[config.mk]
export PLATFORM = sky130hd
export DESIGN_NAME = vx_writeback_arb
export DESIGN_NICKNAME = d
export VERILOG_FILES = /design/src/rtl/vx_writeback_arb.sv
export SDC_FILE = /design/constraint.sdc
export NUM_CORES = 1
export LEC_CHECK = 0
export CAP_MARGIN = 0
export CORE_AREA = 2 2 441 443
export CTS_CLUSTER_SIZE = 12
export DETAILED_ROUTE_END_ITERATION = 6
export DIE_AREA = 0 0 443 445
export SYNTH_ARGS = -nofsm -noshare
export SYNTH_HDL_FRONTEND = slang
export SYNTH_SLANG_ARGS = --single-unit
[constraint.sdc]
create_clock -name clk -period 3.5 [get_ports clk]
set_clock_uncertainty 0.2 [all_clocks]
set_input_delay 0.7 -clock clk [delete_from_list [all_inputs] [get_ports clk]]
set_output_delay 0.7 -clock clk [all_outputs]
set_load 0.02 [all_outputs]
[src/rtl/vx_writeback_arb.sv]
// Writeback arbiter for one issue slice.
// Collects result beats from NUM_REQS execute units and emits one registered
// writeback beat per cycle. Round-robin between packets; a multi-beat packet
// (sop..eop) holds the grant until its eop beat, so packets never interleave.
// The writeback side has no ready, so stalls only ever reach the EX units.
//
// state  | meaning
// -------+-------------------------------------------------------------
// IDLE   | between packets; round-robin scan starting after 'last'
// LOCKED | mid-packet; only lock_idx may be granted, output may bubble
module vx_writeback_arb #(
  parameter int NUM_REQS      = 4,
  parameter int PERF_CTR_BITS = 44,
  parameter int UUID_WIDTH    = 44,
  parameter int ISSUE_WIS_W   = 2,
  parameter int NUM_THREADS   = 4,
  parameter int PC_BITS       = 32,
  parameter int NR_BITS       = 6,
  parameter int XLEN          = 32
) (
  input  logic                                         clk,
  input  logic                                         reset,
  input  logic [NUM_REQS-1:0]                          result_valid,
  input  logic [NUM_REQS-1:0][UUID_WIDTH-1:0]          result_uuid,
  input  logic [NUM_REQS-1:0][ISSUE_WIS_W-1:0]         result_wis,
  input  logic [NUM_REQS-1:0][NUM_THREADS-1:0]         result_tmask,
  input  logic [NUM_REQS-1:0][PC_BITS-1:0]             result_PC,
  input  logic [NUM_REQS-1:0][NR_BITS-1:0]             result_rd,
  input  logic [NUM_REQS-1:0][NUM_THREADS*XLEN-1:0]    result_data,
  input  logic [NUM_REQS-1:0]                          result_sop,
  input  logic [NUM_REQS-1:0]                          result_eop,
  output logic [NUM_REQS-1:0]                          result_ready,
  output logic                                         writeback_valid,
  output logic [UUID_WIDTH-1:0]                        writeback_uuid,
  output logic [ISSUE_WIS_W-1:0]                       writeback_wis,
  output logic [NUM_THREADS-1:0]                       writeback_tmask,
  output logic [PC_BITS-1:0]                           writeback_PC,
  output logic [NR_BITS-1:0]                           writeback_rd,
  output logic [NUM_THREADS*XLEN-1:0]                  writeback_data,
  output logic                                         writeback_sop,
  output logic                                         writeback_eop,
  output logic [PERF_CTR_BITS-1:0]                     perf_stalls
);

  localparam int IDX_W = (NUM_REQS > 1) ? $clog2(NUM_REQS) : 1;

  localparam logic [0:0] ST_IDLE   = 1'b0;
  localparam logic [0:0] ST_LOCKED = 1'b1;

  logic [0:0]       state;
  logic [IDX_W-1:0] lock_idx;
  logic [IDX_W-1:0] last;

  logic             grant_valid;
  logic [IDX_W-1:0] grant_idx;
  logic [IDX_W-1:0] cand_idx;
  logic             stall;

  // Grant selection: locked unit only while mid-packet, else round-robin after 'last'.
  always_comb begin
    grant_valid = 1'b0;
    grant_idx   = '0;
    cand_idx    = '0;
    if (!reset) begin
      if (state == ST_LOCKED) begin
        grant_valid = result_valid[lock_idx];
        grant_idx   = lock_idx;
      end else begin
        for (int k = 1; k <= NUM_REQS; k++) begin
          cand_idx = IDX_W'((int'(last) + k) % NUM_REQS);
          if (!grant_valid && result_valid[cand_idx]) begin
            grant_valid = 1'b1;
            grant_idx   = cand_idx;
          end
        end
      end
    end
  end

  // One-hot ready back to the EX units, plus the stall indication for the counter.
  always_comb begin
    result_ready = '0;
    for (int i = 0; i < NUM_REQS; i++) begin
      result_ready[i] = grant_valid && (grant_idx == IDX_W'(i));
    end
    stall = |(result_valid & ~result_ready);
  end

  // Packet lock tracking and round-robin pointer; 'last' moves once per packet.
  always_ff @(posedge clk) begin
    if (reset) begin
      state    <= ST_IDLE;
      lock_idx <= '0;
      last     <= IDX_W'(NUM_REQS - 1);
    end else if (grant_valid) begin
      if (result_eop[grant_idx]) begin
        state <= ST_IDLE;
        last  <= grant_idx;
      end else begin
        state    <= ST_LOCKED;
        lock_idx <= grant_idx;
      end
    end
  end

  // Registered writeback beat; payload holds across cycles with no grant.
  always_ff @(posedge clk) begin
    if (reset) begin
      writeback_valid <= 1'b0;
      writeback_uuid  <= '0;
      writeback_wis   <= '0;
      writeback_tmask <= '0;
      writeback_PC    <= '0;
      writeback_rd    <= '0;
      writeback_data  <= '0;
      writeback_sop   <= 1'b0;
      writeback_eop   <= 1'b0;
    end else begin
      writeback_valid <= grant_valid;
      if (grant_valid) begin
        writeback_uuid  <= result_uuid[grant_idx];
        writeback_wis   <= result_wis[grant_idx];
        writeback_tmask <= result_tmask[grant_idx];
        writeback_PC    <= result_PC[grant_idx];
        writeback_rd    <= result_rd[grant_idx];
        writeback_data  <= result_data[grant_idx];
        writeback_sop   <= result_sop[grant_idx];
        writeback_eop   <= result_eop[grant_idx];
      end
    end
  end

  // Stall counter: cycles where some valid requester was not granted; wraps.
  always_ff @(posedge clk) begin
    if (reset) begin
      perf_stalls <= '0;
    end else if (stall) begin
      perf_stalls <= perf_stalls + {{(PERF_CTR_BITS-1){1'b0}}, 1'b1};
    end
  end

`ifndef SYNTHESIS
  // A new packet must not start from the unit that still owns an open packet.
  always_ff @(posedge clk) begin
    if (!reset && state == ST_LOCKED) begin
      assert (!(result_valid[lock_idx] && result_sop[lock_idx]))
        else $error("vx_writeback_arb: sop from locked unit %0d mid-packet", lock_idx);
    end
  end
`endif

endmodule

==> impl_metrics.env <==
export IMPL_io_pins=1145
export IMPL_leakage_nw=13.11
export IMPL_yosysUniqueCellTypes=51
export IMPL_h_tree_depth=2
export IMPL_worstPathRequired_ps=2600
export IMPL_initial_utilization_pct=8.679
export IMPL_synth_area_um2=16660
export IMPL_setup_viol_count_final=0
export IMPL_grtUsageTotal_pct=14.34
export IMPL_met2_usage_pct=24.12
export IMPL_postCtsHoldBufs=0
export IMPL_async_flop_share_pct=0
export IMPL_status="finished, final reports clean"
export IMPL_netlist_instances=2515
export IMPL_worstMarginPinSlew_ps=1057
export IMPL_syn_num_nets=3394
export IMPL_post_dp_hpwl_um=122900
export IMPL_vias=23280
export IMPL_vias_per_cell=3.788
export IMPL_end_kind="output port"
export IMPL_drt_iter0_markers=1676
export IMPL_drt_pass1_iter_count=7
export IMPL_core_um2=192000
export IMPL_fmax_mhz=295.1
export IMPL_synth_top_area_cell="dfxtp_1"
export IMPL_die_x_um=443
export IMPL_ys_seq_area_share_pct=32.20
export IMPL_fin_crit_sh_pct=96.80
export IMPL_hold_path_class="register to register"
export IMPL_cts_made_buffers=39
export IMPL_grt_max_degree=136
export IMPL_synthTopCellsByArea="dfxtp_1 (32%), nand2_1 (20%), nand3_1 (13%)"
export IMPL_path_max_fanout=6
export IMPL_startpoint_type="input pin"
export IMPL_fin_setup_tns_ps=0
export IMPL_ys_flop_type="dfxtp_1"
export IMPL_rsz0062_at_grt="false"
export IMPL_drc=0
export IMPL_port_buffers=1144
export IMPL_cts_path_max_buffers=3
export IMPL_arrival_ps=2490
export IMPL_hold_viol_final=0
export IMPL_grt_pass1_vias=22430
export IMPL_drive_gt1_share_pct=12.17
export IMPL_cap_violations=0
export IMPL_area_delta_synth_final_pct=97.72
export IMPL_slew_violations=0
export IMPL_crit_type="input pin to output port"
export IMPL_clkSlewWorstSetupHoldPaths_ps=60
export IMPL_cts_root_buf="clkbuf_16"
export IMPL_die_h_um=445
export IMPL_num_rows=161
export IMPL_finish_net_count=4457
export IMPL_mostFrequentLayoutCells="clkdlybuf4s50_1 (1,124), nand2_1 (888), nand3_1 (449), dfxtp_1 (266), and3_1 (224)"
export IMPL_peakVddDrop_mv=0.2865
export IMPL_yosys_area_top_type_share_pct=32.20
export IMPL_wire_per_inst_um=24.23
export IMPL_yosysWarnings=0
export IMPL_n_fill_cell=21690
export IMPL_synth_edff_count=0
export IMPL_pwr_density_cell_nw_per_um2=435.5
export IMPL_globalRouteOverflowTotal=0
export IMPL_use_met1_pct=16.51
export IMPL_antenna_found_initial=37
export IMPL_ys_seq_elements=268
export IMPL_grt_first_pass_wirelength_um=195000
export IMPL_busiest_layer="met2"
export IMPL_place_area_um2=31520
export IMPL_syn_area_per_cell_um2=6.625
export IMPL_final_common_cell="clkdlybuf4s50_1"
export IMPL_met3_usage_pct=5.357
export IMPL_gp_congestion=0.9571
export IMPL_clock_latency_ps=620
export IMPL_design_area_um2=32950
export IMPL_postRouteAntennaNets=0
export IMPL_clock_sinks=268
export IMPL_drt_total_wl_um=148900
export IMPL_cts_tree="done"
export IMPL_relSlewSlack_pct=29.52
export IMPL_die_area_um2=197100
export IMPL_period_minus_slack_ps=3388
==> power breakdown <==
part / total (mW) / switching, mW / internal [mW]
clock network: 4.32 / 1.82 / 2.49
logic: 6.20 / 3.51 / 2.69
registers: 3.83 / 0.302 / 3.53
==> per-layer routing <==
metal	vias to the layer above	wire length, um
met4	12	5823
met1	11180	56260
met3	158	15700
li1	10910	-
met2	1017	71020
met5	-	82
==> worst paths after layout <==
kind                                        end            start  cells after the start  slack (ps)
worst max register to register  perf_stalls[40]  perf_stalls[10]                      8         310
worst max-delay path            result_ready[0]  result_valid[1]                      9         110
worst min-delay path            perf_stalls[24]  perf_stalls[24]                      2         300
worst min register to register  perf_stalls[24]  perf_stalls[24]                      2         300
==> per-stage QoR <==
step	setup WS (ps)	hold WS, ps	instances	util (%)	power, mW
6_report	111.9	298.4	6145	17.16	14.35
5_1_grt	5.647	335.6	6136	17.15	15.12
4_1_cts	5.974	298.4	6133	17.15	14.73
3_5_place_dp	-696.9	290.9	6060	16.42	10.24
3_3_place_gp	-689.5	277.9	6060	16.42	10.21
2_1_floorplan	46.47	271.7	2515	-	6.233
==> worst max-delay path, stage by stage <==
cell	delay (ps)
dlygate4sd2_1	270
buf_4	170
mux4_2	510
o21ai_4	210
buf_6	140
buf_4	130
nor3_1	50
buf_4	160
buf_12	130
==> layout make-up <==
class	instances	area, um2	share of cell area (%)
antenna	12	30.03	0.09115
clock buffer	50	1077	3.270
timing repair buffer	1260	12610	38.28
inverter	19	83.83	0.2545
clock inverter	20	254.0	0.7710
tap	2526	3161	9.593
sequential	268	5368	16.29
multi-input combinational	1990	10360	31.45
==> cells in the mapped netlist, types with 2 or more instances <==
cell type,n
buf_4,4
o21ai_1,10
and4_1,7
nand3_1,449
a21oi_1,45
a31o_2,217
or2_2,6
o41a_1,2
and2_1,2
inv_1,18
nor3_1,5
or4_1,15
or3_1,21
a41oi_1,2
a21boi_0,2
buf_1,28
o41ai_1,7
o311ai_0,2
or4b_1,2
buf_6,2
nor2_1,16
mux2i_1,4
o31ai_1,15
dfxtp_1,268
nand2_1,888
o21ai_0,16
o2111ai_1,2
a21o_1,2
a311o_1,2
and3_1,224
clkbuf_1,203
nand4_1,10
==> kinds of logic (layout without fill, tap and decap cells) <==
| kind of cell | count (synthesis) | count (layout) | synth area share, % |
|---|---|---|---|
| AOI/OAI and AO/OA | 332 | 332 | 15.95 |
| xor gates and xnor gates | 1 | 1 | 0.05257 |
| adders and majority gates | 1 | 1 | 0.07508 |
| buffers and inverters | 257 | 1349 | 5.977 |
| DFF | 268 | 268 | 32.20 |
| muxes | 6 | 6 | 0.4655 |
| other | 0 | 12 | 0 |
| and+or+nand+nor | 1650 | 1650 | 45.28 |
==> registers in the layout, indices dropped and copies added, names as in the netlist, 2 cells and up <==
name and cells:
perf_stalls 44, writeback_wis 2, writeback_PC 32, writeback_uuid 44, writeback_data 128, last 2
writeback_rd 6, writeback_tmask 4, lock_idx 2
==> repair_timing <==
item / 4_1_cts / 5_1_grt
gates resized for setup: 20 / 6
setup buffers: 3 / 0
endpoints found under the setup margin: 22 / 85
pin swaps: 4 / 0
No activity file was read; power rests on OpenSTA's default activity.
